### src/rtl/mmr_register_scrubber.sv
`timescale 1ns/1ps
// K-way redundant register store that feeds the majority voter and scrubs every
// copy back to the voted value, either periodically or on request, when the voter flags a mismatch.
//
//   state  | meaning
//   -------+-----------------------------------------------------------------
//   IDLE   | copies held; period counter running; waiting for a scrub trigger
//   SETTLE | copies stable; waiting for voted_i/mismatch_i to reflect them
//   CHECK  | single cycle; rewrites all copies from voted_i when mismatch_i is set
module mmr_register_scrubber #(
  parameter int unsigned  K_MMR        = 3,
  parameter int unsigned  N            = 16,
  parameter logic [N-1:0] RESET_VALUE  = '0,
  parameter int unsigned  SCRUB_PERIOD = 1024,
  parameter int unsigned  VOTE_LATENCY = 1,
  parameter int unsigned  CNT_W        = 16
) (
  input  logic                    clk_i,
  input  logic                    rst_i,
  input  logic                    wr_en_i,
  input  logic [N-1:0]            wr_data_i,
  input  logic                    scrub_req_i,
  input  logic                    cnt_clear_i,
  input  logic [N-1:0]            voted_i,
  input  logic                    mismatch_i,
  input  logic                    mismatch_2nd_i,
  output logic [K_MMR-1:0][N-1:0] copies_o,
  output logic                    scrub_busy_o,
  output logic                    corrected_o,
  output logic [CNT_W-1:0]        corr_cnt_o,
  output logic [CNT_W-1:0]        mm2_cnt_o
);

  localparam int unsigned PER_W = (SCRUB_PERIOD > 2) ? $clog2(SCRUB_PERIOD) : 1;
  localparam int unsigned SET_W = (VOTE_LATENCY > 1) ? $clog2(VOTE_LATENCY + 1) : 1;

  localparam logic [PER_W-1:0] PER_RELOAD = PER_W'(SCRUB_PERIOD - 1);
  localparam logic [PER_W-1:0] PER_ONE    = PER_W'(1);
  localparam logic [SET_W-1:0] SET_RELOAD = SET_W'(VOTE_LATENCY);
  localparam logic [SET_W-1:0] SET_ONE    = SET_W'(1);
  localparam logic [CNT_W-1:0] CNT_MAX    = '1;
  localparam logic [CNT_W-1:0] CNT_ONE    = CNT_W'(1);

  typedef enum logic [1:0] {
    ST_IDLE   = 2'd0,
    ST_SETTLE = 2'd1,
    ST_CHECK  = 2'd2
  } state_t;

  state_t                   r_state;
  logic [K_MMR-1:0][N-1:0]  r_copies;
  logic [PER_W-1:0]         r_period;
  logic [SET_W-1:0]         r_settle;
  logic                     r_busy;
  logic                     r_corrected;
  logic [CNT_W-1:0]         r_corr_cnt;
  logic [CNT_W-1:0]         r_mm2_cnt;
  logic                     r_mm2_q;

  logic                     w_period_tc;
  logic                     w_corr_evt;
  logic                     w_mm2_rise;

  assign w_period_tc = (r_period == '0);
  assign w_corr_evt  = (r_state == ST_CHECK) && mismatch_i && !wr_en_i;
  assign w_mm2_rise  = mismatch_2nd_i && !r_mm2_q;

  // A write always wins: it reloads every copy and abandons any scrub in flight.
  always_ff @(posedge clk_i or posedge rst_i) begin
    if (rst_i) begin
      r_state     <= ST_IDLE;
      r_copies    <= {K_MMR{RESET_VALUE}};
      r_period    <= PER_RELOAD;
      r_settle    <= '0;
      r_busy      <= 1'b0;
      r_corrected <= 1'b0;
    end else begin
      r_corrected <= 1'b0;
      if (wr_en_i) begin
        r_copies <= {K_MMR{wr_data_i}};
        r_period <= PER_RELOAD;
        r_state  <= ST_IDLE;
        r_busy   <= 1'b0;
      end else begin
        case (r_state)
          ST_IDLE: begin
            r_period <= w_period_tc ? PER_RELOAD : (r_period - PER_ONE);
            if (w_period_tc || scrub_req_i) begin
              r_state  <= ST_SETTLE;
              r_busy   <= 1'b1;
              r_settle <= SET_RELOAD;
            end
          end
          ST_SETTLE: begin
            if (r_settle == '0) begin
              r_state <= ST_CHECK;
            end else begin
              r_settle <= r_settle - SET_ONE;
            end
          end
          ST_CHECK: begin
            if (mismatch_i) begin
              r_copies    <= {K_MMR{voted_i}};
              r_corrected <= 1'b1;
            end
            r_period <= PER_RELOAD;
            r_state  <= ST_IDLE;
            r_busy   <= 1'b0;
          end
          default: begin
            r_state <= ST_IDLE;
            r_busy  <= 1'b0;
          end
        endcase
      end
    end
  end

  // Clear beats a same-cycle increment; both counters stick at all-ones.
  always_ff @(posedge clk_i or posedge rst_i) begin
    if (rst_i) begin
      r_corr_cnt <= '0;
      r_mm2_cnt  <= '0;
      r_mm2_q    <= 1'b0;
    end else begin
      r_mm2_q <= mismatch_2nd_i;
      if (cnt_clear_i) begin
        r_corr_cnt <= '0;
        r_mm2_cnt  <= '0;
      end else begin
        if (w_corr_evt && (r_corr_cnt != CNT_MAX)) begin
          r_corr_cnt <= r_corr_cnt + CNT_ONE;
        end
        if (w_mm2_rise && (r_mm2_cnt != CNT_MAX)) begin
          r_mm2_cnt <= r_mm2_cnt + CNT_ONE;
        end
      end
    end
  end

  assign copies_o     = r_copies;
  assign scrub_busy_o = r_busy;
  assign corrected_o  = r_corrected;
  assign corr_cnt_o   = r_corr_cnt;
  assign mm2_cnt_o    = r_mm2_cnt;

endmodule

### config.mk
export PLATFORM = sky130hd
export DESIGN_NAME = mmr_register_scrubber
export DESIGN_NICKNAME = d
export VERILOG_FILES = /design/src/rtl/mmr_register_scrubber.sv
export SDC_FILE = /design/constraint.sdc
export NUM_CORES = 1
export LEC_CHECK = 0
export CORE_ASPECT_RATIO = 0.75
export CORE_MARGIN = 2
export CORE_UTILIZATION = 46
export CTS_CLUSTER_DIAMETER = 80
export CTS_CLUSTER_SIZE = 40
export DETAILED_ROUTE_END_ITERATION = 6
export GPL_ROUTABILITY_DRIVEN = 0
export HOLD_SLACK_MARGIN = 0.02
export PLACE_DENSITY = 0.8
export SLEW_MARGIN = 20
export SYNTH_ARGS = -nofsm -noshare
export SYNTH_HDL_FRONTEND = slang
export SYNTH_SLANG_ARGS = --single-unit
### constraint.sdc
create_clock -name clk_i -period 2.2 [get_ports clk_i]
set_input_delay 0.44 -clock clk_i [delete_from_list [all_inputs] [get_ports clk_i]]
set_output_delay 0.44 -clock clk_i [all_outputs]
set_load 0.03 [all_outputs]
# Yosys cells after proc, flatten, opt, wreduce, memory -nomap -nowiden
# Index checks and enable logic that the tools add are counted.
[word_totals]
register_bits = 96
inputBits = 39
output_inout_bits = 82
elab_cells = 66
[op_classes]
n_reduce_logical = 20
addsub = 4
bitwise_logic = 1
mux = 22
eq_ne = 8
[ops]
columns = ["cell", "n"]
rows = [
  ["$mux 48", 3],
  ["$mux 16", 4],
  ["$add 16x1->16 const B", 2],
  ["$ne 16x16->1 const B", 2],
  ["$mux 10", 2],
  ["$pmux 10 s2", 1],
  ["$logic_not 10->1", 1],
  ["$reduce_bool 2->1", 5],
  ["$sub 10x1->10 const B", 1],
  ["$mux 1", 6],
  ["$mux 2", 3],
  ["$ne 3x3->1 const B", 2],
  ["$reduce_and 2->1", 3],
  ["$logic_and 1x1->1", 5],
  ["$ne 2x2->1 const B", 2],
  ["$pmux 1 s2", 2],
  ["$pmux 2 s2", 1],
  ["$reduce_and 3->1", 1],
  ["$reduce_bool 3->1", 1],
  ["$eq 2x1->1 const B", 1],
  ["$eq 2x2->1 const B", 1],
  ["$logic_not 1->1", 2],
  ["$logic_not 2->1", 1],
  ["$logic_or 1x1->1", 1],
  ["2 further kinds", 2],
]

# Logic depth before layout (Yosys ltp)
# Gate-level depths: netlist of run 1.
[depth]
ltp_word = 6
ltp_mapped = 6
depth_no_buf = 6

# Worst setup path before layout of run 1
# No wires, ideal clock.
[synth_timing]
path_type = "reg2reg"
startpoint = "register r_corr_cnt[0] (netlist: corr_cnt_o[0])"
endpoint = "register r_corr_cnt[15] (netlist: corr_cnt_o[15])"
arrival_ns = 1.782
path_buffers = 0
required_time_ns = 2.122
stages_incl_launch_ff = 6
setup_ns = 0.078
period_less_slack_ns = 1.860
path_slack_ns = 0.340
path_cell_list = "dfrtp_1 ha_1 and2_1 nor3b_1 or4_1 a21oi_1"
[synth_via]
elab_chain_cells = 3
word_cells_on_any_way = 6
classes_between = "add/sub (1); eq/ne (1); mux (2); reduce/logical (2)"
[synth_lines]
columns = ["element", "line_no", "source"]
rows = [
  ["from (decl)", "56", "logic [CNT_W-1:0] r_corr_cnt;"],
  ["from (signal assigned)", "132", "r_corr_cnt <= r_corr_cnt + CNT_ONE;"],
  ["$add 16x1->16 / $ne 16x16->1 (equally long branches)", "132, 131", ""],
  ["$mux 16 / $logic_and 1x1->1 (equally long branches)", "131", "if (w_corr_evt && (r_corr_cnt != CNT_MAX)) begin"],
  ["$mux 16 / $reduce_bool 2->1 (equally long branches)", "-", ""],
]
# Parallel ways exist; a longest one is shown, timed or not. The select of a mux whose other input is x is not followed.
# A chain may end at the register's enable or synchronous reset.

# Worst setup path in the final report of run 1
[layout_timing]
startpoint = "register r_corr_cnt[7] (netlist: corr_cnt_o[7])"
endpoint = "output corr_cnt_o[7]"
[layout_rtl]
columns = ["element", "line_no", "source"]
rows = [
  ["to (decl)", "30", "output logic [CNT_W-1:0] corr_cnt_o,"],
]
# No word-level cell between the ends.

==> impl_results.md, run 1 <==
- Area share of the largest cell type after synthesis: 0.372
- Area growth, synth to finish: 39.5%
- Leakage Power: between 2 and 2.5 nW
- Fin Clk Skew: just over 0.01 ns
- Core area: a little under 8000 sq um
- Max IR drop VDD: around 0.00036 V
- Num CTS Buffers: 9
- Die X-Extent: ~110 um
- Crit Path Class: register to output port
- Row count: 28
- Crit. End Element: output port
- Nets: between 500 and 600
- Final Hold Vio Count: 0
- Area of the mapped netlist: about 3600 sq um
- Cells after Synth: 378
- IO Port Bufs: 120
- Number of synthesized flops with an enable pin: 0
- Dpl cell area: 4830 sq um
- Critical Path Stages: 1
- Synth Net Count: 420
- Slew Viols, Final: 0
- Initial core utilization: 0.467
- Yosys reg bits: between 60 and 70
- Area leader, netlist: dfrtp_1
- DRT iter0 DRCs: 89
- DRT Wirelength: ~9200 um
- Largest net degree at the start of global routing: 36
- Setup WS pre-CTS: -0.0377 ns
- Sequential share of the synthesized area: 0.445
- Reg-to-reg endpoint: mm2_cnt_o[0]
- CTS tree: done
- Final HPWL DP: 6530 um
- Syn_area_per_cell: around 9.6 sq um
- Slack of the worst reg-to-reg path: approximately 0.25 ns
- Layout cell share with drive strength beyond 1: 0.125
- Status: finished clean
- Number of global-route vias before repair: around 3100
- CP cell instances: clkdlybuf4s50_1
- WP data arrival: 1.66 ns
- PwrDens: between 600 and 700 nW/um^2
- GRT Residual Overflow: 0
- Ys Warns: 0
- Via count: ~3200
- Crit path max fanout: 9
- DRT Pass-1 Iters: 6
- Final setup margin: about 0.10 ns
- Crit-path leading delay family: buffers and inverters
- Clk sinks: between 60 and 70
- Die area: 8620 sq um
- # setup viols final: 0
- Class of the worst hold path: input pin to asynchronous set/reset pin
- Synth area leaders: dfrtp_1 37%, dfstp_2 7.2%, buf_4 6.6%
- Fin util: 0.651
- Final instance area: 5060 sq um
- Worst r2r src: mm2_cnt_o[0]
- CP Launch Type: register
- Post-DR vias/cell: approximately 5.5
- Cts repair resizes: 0
- Htree depth: 3
- GRT Util Overall: 0.217
- Beginning of the critical path: corr_cnt_o[7]
- Top_reg_cell synth: dfrtp_1
- Critical Path Sink: corr_cnt_o[7]
- Min cycle time layout: roughly 2.1 ns
- RSZ-0062 raised after global routing: false
- Max cap viols: 0
- Asr flop ratio synth: 1.00
- Wire per inst: roughly 15 um
- Antenna Nets Post-Route: 0
- Die Y: 80.9 um
- Diodes inserted: 0
- First-pass GRT wire length: 14800 um
- Clock Tree Root: clkbuf_8
- Layout fillers: ~650
- Tot Pwr: 3.05 mW
- Clock latency on the worst-skew pair: 0.34 ns
- CTS Hold Bufs: 0
- Achievable frequency: roughly 0.48 GHz
- Clock Pin Slew Worst Setup and Hold Paths: 0.07 ns
- Worst slew margin: 0.571
- Critical path's slowest cell: clkdlybuf4s50_1
- Crit path buf inv count: 1
- Unique cell type count in the Yosys netlist: 57
- Max stage delay on crit path: between 0.7 and 0.8 ns
- R2R depth: 5
- Fin crit share: 0.953
- CTS Buffer Depth: 2
- Antenna violations before repair: 0
- WP data required: 1.76 ns
- IO Pins: between 100 and 150
- Drt drc: 0
- Post-CTS setup repair buffer count: 0
- Slew @ Worst Pin: approximately 0.64 ns
==> Yosys cell counts, drive strengths merged, types with 2 or more instances <==
master,instances
dfrtp,54
nand2,41
buf,38
a21oi,22
o21ai,22
mux2i,18
nor2,16
o31ai,13
or4,13
nand3,12
nand4,12
clkbuf,11
nor2b,11
dfstp,10
inv,9
mux2,8
nor3,7
and4,6
and3,5
or3,4
xor2,4
and2,3
ha,3
o21bai,3
a311oi,2
a41oi,2
nor3b,2
nor4,2
o211ai,2
o21a,2
o311a,2
o311ai,2
o41ai,2
or2,2
==> cells by family (layout without fill, tap and decap cells) <==
| kind of cell | after synthesis | after routing | share of synthesized area |
|---|---|---|---|
| flops | 64 | 64 | 0.445 |
| simple gates | 142 | 142 | 0.221 |
| fa+ha+maj | 3 | 3 | 0.0103 |
| buf+inv | 59 | 168 | 0.0983 |
| mux | 26 | 26 | 0.0745 |
| xor+xnor | 5 | 5 | 0.0121 |
| compound gates | 79 | 79 | 0.139 |
==> registers in the layout, summed over array words and instances (netlist names) <==
register,count
r_settle,1
r_mm2_q,1
r_state,2
corrected_o,1
corr_cnt_o,16
mm2_cnt_o,16
r_period,10
copies_o,16
scrub_busy_o,1
==> stage by stage <==
step           hold WS (ns)  std cells  TNS (ns)
3_3_place_gp          0.448        576   -0.0304
4_1_cts               0.420        592         0
6_report              0.420        592         0
3_5_place_dp          0.458        576    -0.131
2_1_floorplan         0.428        378         0
5_1_grt               0.444        592         0
==> where the power goes <==
| group | internal [mW] | leakage [nW] | switching [mW] |
|---|---|---|---|
| combinational | 0.278 | 1.19 | 0.332 |
| sequential | 1.24 | 0.822 | 0.0560 |
| clock | 0.668 | 0.106 | 0.474 |
==> worst min path at each step <==
stage	start	endpoint	slack, ns	cells past startpoint
2_1_floorplan	r_settle	r_state[1]	0.43	1
3_3_place_gp	r_settle	r_state[1]	0.45	1
3_5_place_dp	r_settle	r_state[1]	0.46	1
4_1_cts	rst_i	corr_cnt_o[4]	0.42	2
5_1_grt	rst_i	corr_cnt_o[4]	0.44	2
6_report	rst_i	corr_cnt_o[4]	0.42	2
==> cell type report <==
class	count	area (sq um)	share of cell area
Timing Repair Buffer	142	1390	0.275
Multi-Input combinational cell	255	1670	0.329
Clock buffer	11	141	0.0279
Clock inverter	5	80.1	0.0158
Sequential cell	64	1610	0.319
Inverter	10	37.5	0.00741
Tap cell	105	131	0.0260
==> cell usage in the layout (no fill, tap or decap), drive strengths merged, types with 4 or more instances in the layout <==
cell,instances
buf,22
a21oi,22
clkdlybuf4s50,120
nor2,16
xor2,4
clkbuf,11
or3,4
and3,5
dfstp,10
nand2,41
nor2b,11
mux2,8
or4,13
mux2i,18
nand3,12
nand4,12
o21ai,22
and4,6
inv,9
o31ai,13
dfrtp,54
nor3,7
==> layer usage <==
layer	up-vias	routed length, um	GRT usage
met4	0	26	0.0532
met5	-	0	0
met1	1570	4000	0.272
met2	120	4450	0.363
li1	1553	-	-
met3	2	684	0.0795
Power figures use the tool's default switching activity.
==> inputs of run 2 (changes only) <==
CORE_UTILIZATION = 42   (was 46)
PLACE_DENSITY = 0.77   (was 0.8)
clock period = 1.8 ns   (was 2.2 ns; I/O delays follow)
==> run 2 against run 1 <==
Clock power grew 40%. Non-clock buffer count grew 30. First-iteration DRC count grew 58%. Sequential share of layout area shrank 2.1 points. Utilization shrank 0.21 points.
==> impl_results.md, run 2 (same netlist as run 1, synthesis figures left out) <==
- Clock latency on the worst-skew pair: around 0.32 ns
- Met1 WL: 4260 um
- Num CTS Buffers: 9
- Final Hold Vio Count: 0
- CTS tree: done
- GRT Residual Overflow: 0
- Diodes inserted: 0
- Layout fillers: between 600 and 700
- R2R depth: 6
- IO Port Bufs: 120
- Die area: 9410 sq um
- Htree depth: 3
- WL met2: around 4600 um
- Non-filler cells, final: approximately 630
- Commonest cells after routing, fill and taps aside: 60 x clkdlybuf4s50_1, 48 x buf_4, 46 x dfrtp_1
- Final instance area: roughly 5500 sq um
- Top sig layer: met4
- Post-DR vias/cell: between 5 and 6
- Die Y: 84.5 um
- Most common cell after layout, fill and taps aside: clkdlybuf4s50_1
- DRT iter0 DRCs: about 140
- Drt drc: 0
- DRT Wirelength: roughly 9600 um
- Clock Pin Slew Worst Setup and Hold Paths: ~0.060 ns
- Status: finished clean
- Achievable frequency: 0.563 GHz
- Final HPWL DP: 6820 um
- Crit path max fanout: 5
- WP data arrival: 2.02 ns
- PwrDens: slightly above 700 nW/um^2
- Leakage Power: 2.75 nW
- Slew @ Worst Pin: 0.414 ns
- Tot Pwr: between 3 and 4 mW
- Wire per inst: ~15 um
- Clock Tree Root: clkbuf_16
- Antenna violations before repair: 0
- Worst r2r src: corr_cnt_o[1]
- Antenna Nets Post-Route: 0
- Fin crit share: 0.987
- Hold slack: about 0.46 ns
- Max IR drop VDD: around 0.00046 V
- Slew Viols, Final: 0
- DRT Pass-1 Iters: 4
- Max cap viols: 0
- Crit Path Class: register to register
- # setup viols final: 0
- IO Pins: approximately 120
- Initial core utilization: 0.431
- Number of global-route vias before repair: 3224
- Dpl cell area: between 5000 and 6000 sq um
- Row count: 29
- Slack of the worst reg-to-reg path: roughly 0.024 ns
- Placed cells: roughly 610
- DR WL met3: ~660 um
- Crit. End Element: register
- CTS Buffer Depth: 2
- Die X-Extent: roughly 110 um
- Area growth, synth to finish: 50.5%
- WP data required: 2.05 ns
- Core area: between 8000 and 9000 sq um
- Class of the worst hold path: input pin to asynchronous set/reset pin
- Clk sinks: 64
- GRT Util Overall: 0.202
- Layout cell share with drive strength beyond 1: 0.215
- Via count: between 3000 and 4000
- Largest net degree at the start of global routing: 42
- Min cycle time layout: between 1.5 and 2 ns
- Reg-to-reg endpoint: corr_cnt_o[15]
- CP Launch Type: register
- Fin Clk Skew: approximately 0.0059 ns
- First-pass GRT wire length: around 15000 um
- Worst slew margin: 0.722
- Nets: 554
[run 2: how the worst max path moves through the flow]
stage                             start              to  slack [ns]  depth (start not counted)
final                     corr_cnt_o[1]  corr_cnt_o[15]        0.02                          6
after detailed placement        wr_en_i   corr_cnt_o[4]       -0.36                          6
after global routing        r_period[0]     r_period[1]       -0.02                          7
after CTS                  copies_o[10]    copies_o[10]      0.0005                          1
after global placement          wr_en_i  corr_cnt_o[14]       -0.30                          6
after floorplan           corr_cnt_o[6]   corr_cnt_o[5]       0.002                          6
[run 2: timing repair]
item	4_1_cts	5_1_grt
pin swaps	1	8
cloned	0	0
setup buffers	0	3
resized for setup	35	39
hold buffers	0	0
endpoints found under the setup margin	47	50
[run 2: cell type report]
class	instances	area, sq um	area share
multi-input combinational	255	1730	0.316
inverter	10	41.3	0.00756
clock inverter	5	32.5	0.00596
timing repair buffer	172	1660	0.304
sequential	64	1620	0.297
clock buffer	11	243	0.0444
tap	108	135	0.0247
[run 2: worst max-delay path: stages, from the launching register on]
cell	delay, ns
dfrtp_2	0.42
ha_4	0.17
and2_4	0.15
nor3b_2	0.16
buf_4	0.16
or4_1	0.49
a21oi_1	0.14
[run 2: through the flow]
| stage | setup slack [ns] | utilization | TNS, ns |
|---|---|---|---|
| 3_5_place_dp | -0.358 | 0.600 | -6.38 |
| 5_1_grt | -0.0186 | 0.649 | -0.0634 |
| 6_report | 0.0236 | 0.649 | 0 |
| 4_1_cts | 0.000535 | 0.630 | 0 |
| 3_3_place_gp | -0.304 | 0.600 | -5.30 |
| 2_1_floorplan | 0.00224 | - | 0 |
[run 2: metal layers]
layer  up-vias  global-route usage
met5         -                   0
met4         0              0.0617
met3         8              0.0534
met2       113               0.338
met1      1665               0.258
li1       1620                   -
[run 2: power by group]
part / switching (mW) / internal (mW) / leakage [nW] / total (mW)
clock: 0.640 / 0.964 / 0.128 / 1.60
sequential: 0.0576 / 1.52 / 0.809 / 1.57
combinational: 0.422 / 0.342 / 1.82 / 0.763
==> inputs of run 3 (changes only) <==
CORE_UTILIZATION = 46   (was 42)
GPL_TIMING_DRIVEN = 0   (was default)
PLACE_DENSITY = 0.8   (was 0.77)
SKIP_CTS_REPAIR_TIMING = 1   (was default)
clock period = 1.71 ns   (was 1.8 ns; I/O delays follow)
==> run 3 against run 2 <==
The flow now finishes with violations (negative setup slack). First-iteration DRC count is 58% higher. Non-clock buffer count increased by 33. Critical endpoint is now corr_cnt_o[13]. Sequential share of layout area fell by 2.5 points. Register-to-register slack worse by 0.15 ns. Worst setup slack lost 0.15 ns. Die area shrank 8.3%. Critical path type unchanged. Combinational power up 26%.
==> impl_results.md, run 3 (same netlist as run 1, synthesis figures left out) <==
- P_sw: 1.17 mW
- Switching Share: 0.300
- Largest net degree at the start of global routing: 36
- Top sig layer: met4
- Crit. End Element: register
- DR WL met3: 855 um
- Status: complete, but fails checks
- R2R depth: 5
- Internal power: 2.74 mW
- Hold slack: roughly 0.14 ns
- WL met2: approximately 5600 um
- Fin Clk Skew: about 0.014 ns
- GRT Residual Overflow: 0
- Num CTS Buffers: 9
- Die Y: just over 80 um
- Nets: 588
- Final HPWL DP: roughly 6800 um
- Max cap viols: 0
- Antenna violations before repair: 0
- WP data arrival: just over 2 ns
- Max IR drop VDD: between 0.0003 and 0.0004 V
- Fin util: 0.776
- Final setup margin: -0.127 ns
- Clock latency on the worst-skew pair: between 0.3 and 0.4 ns
- RSZ-0062 raised after global routing: true
- Fin crit share: 1.07
- PwrDens: approximately 650 nW/um^2
- First-pass GRT wire length: approximately 15000 um
- CP Launch Type: register
- Via count: 3688
- Comb pwr share: 0.246
- Clock Pin Slew Worst Setup and Hold Paths: 0.07 ns
- Slew @ Worst Pin: between 0.6 and 0.7 ns
- IO Pins: 121
- Worst slew margin: 0.534
- Leakage Power: 3.71 nW
- DRT Wirelength: around 11000 um
- Area growth, synth to finish: 66.3%
- DRT Pass-1 Iters: 4
- CTS tree: done
- Achievable frequency: between 0.5 and 0.6 GHz
- Drt drc: 0
- Core area: between 7000 and 8000 sq um
- Die X-Extent: between 100 and 150 um
- GRT Util Overall: 0.222
- Post-DR vias/cell: 5.62
- Number of global-route vias before repair: about 3200
- Initial core utilization: 0.467
- Min cycle time layout: ~1.8 ns
- WP data required: a little under 2 ns
- Tot Pwr: a little under 4 mW
- Layout cell share with drive strength beyond 1: 0.341
- # setup viols final: 22
- Crit path max fanout: 8
- Commonest cells after routing, fill and taps aside: 85 x dlymetal6s2s_1, 69 x buf_4, 35 x nand2_1
- Cell depth of the worst min-delay path: 1
- Power share of the clock group: 0.327
- Final Hold Vio Count: 0
- Slew Viols, Final: 0
- Die area: 8620 sq um
- Failing checks: negative setup slack
- Sequential share of power: 0.427
- Htree depth: 3
- Diodes inserted: 0
- DRT iter0 DRCs: ~220
- Clock Tree Root: clkbuf_8
- Class of the worst hold path: input pin to register
- Row count: 28
- Met1 WL: between 4000 and 5000 um
- Antenna Nets Post-Route: 0
- Crit Path Class: register to register
- IO Port Bufs: 119
- Clk sinks: 64
- Most common cell after layout, fill and taps aside: dlymetal6s2s_1
- Wire per inst: roughly 17 um
- CTS Buffer Depth: 2
-- run 3: layout make-up --
| class | count | area, sq um |
|---|---|---|
| tap | 105 | 131 |
| clock buffer | 12 | 135 |
| timing repair buffer | 158 | 1740 |
| multi-input combinational | 256 | 1950 |
| sequential | 64 | 1640 |
| buffer | 47 | 339 |
| inverter | 10 | 41.3 |
| clock inverter | 4 | 47.5 |
| fill | 522 | 1740 |
-- run 3: path summary, 6_finish.rpt --
path | start | to | slack [ns]
worst max register to register | corr_cnt_o[15] | corr_cnt_o[13] | -0.13
worst min register to register | r_settle | r_state[1] | 0.48
worst max-delay path | corr_cnt_o[15] | corr_cnt_o[13] | -0.13
min in group asynchronous | rst_i | corr_cnt_o[11] | 0.44
worst min-delay path | mismatch_2nd_i | r_mm2_q | 0.14
max in group asynchronous | rst_i | r_period[2] | 0.60
-- run 3: worst max-delay path, stage by stage (launching register included) --
cell     delay (ns)
dfrtp_1        0.41
nand4_1        0.33
buf_4          0.28
nor3b_4        0.41
or4_4          0.22
a21oi_2        0.05
-- run 3: per-layer routing --
metal	global-route usage	up-vias
li1	-	1687
met1	0.285	1786
met2	0.371	192
met3	0.0706	23
met4	0.0558	0
met5	0	-
-- run 3: power groups by stage --
| stage | logic (mW) | clock network, mW | registers (mW) |
|---|---|---|---|
| floorplan | 0.435 | 0 | 1.76 |
| global placement | 0.866 | 0 | 1.69 |
| detailed placement | 0.887 | 0 | 1.69 |
| CTS | 0.889 | 1.29 | 1.67 |
| global route | 1.02 | 1.36 | 1.68 |
| finish | 0.962 | 1.28 | 1.67 |
-- run 3: stage by stage --
stage / instance area [sq um] / setup slack, ns / std cells / setup TNS [ns]
CTS: 5230 / -0.298 / 619 / -14.14
finish: 6030 / -0.127 / 656 / -1.51
floorplan: 3710 / -0.0659 / 378 / -0.0871
global route: 6030 / -0.203 / 656 / -2.98
detailed placement: 5050 / -0.579 / 603 / -18.56
global placement: 5030 / -0.541 / 602 / -25.81
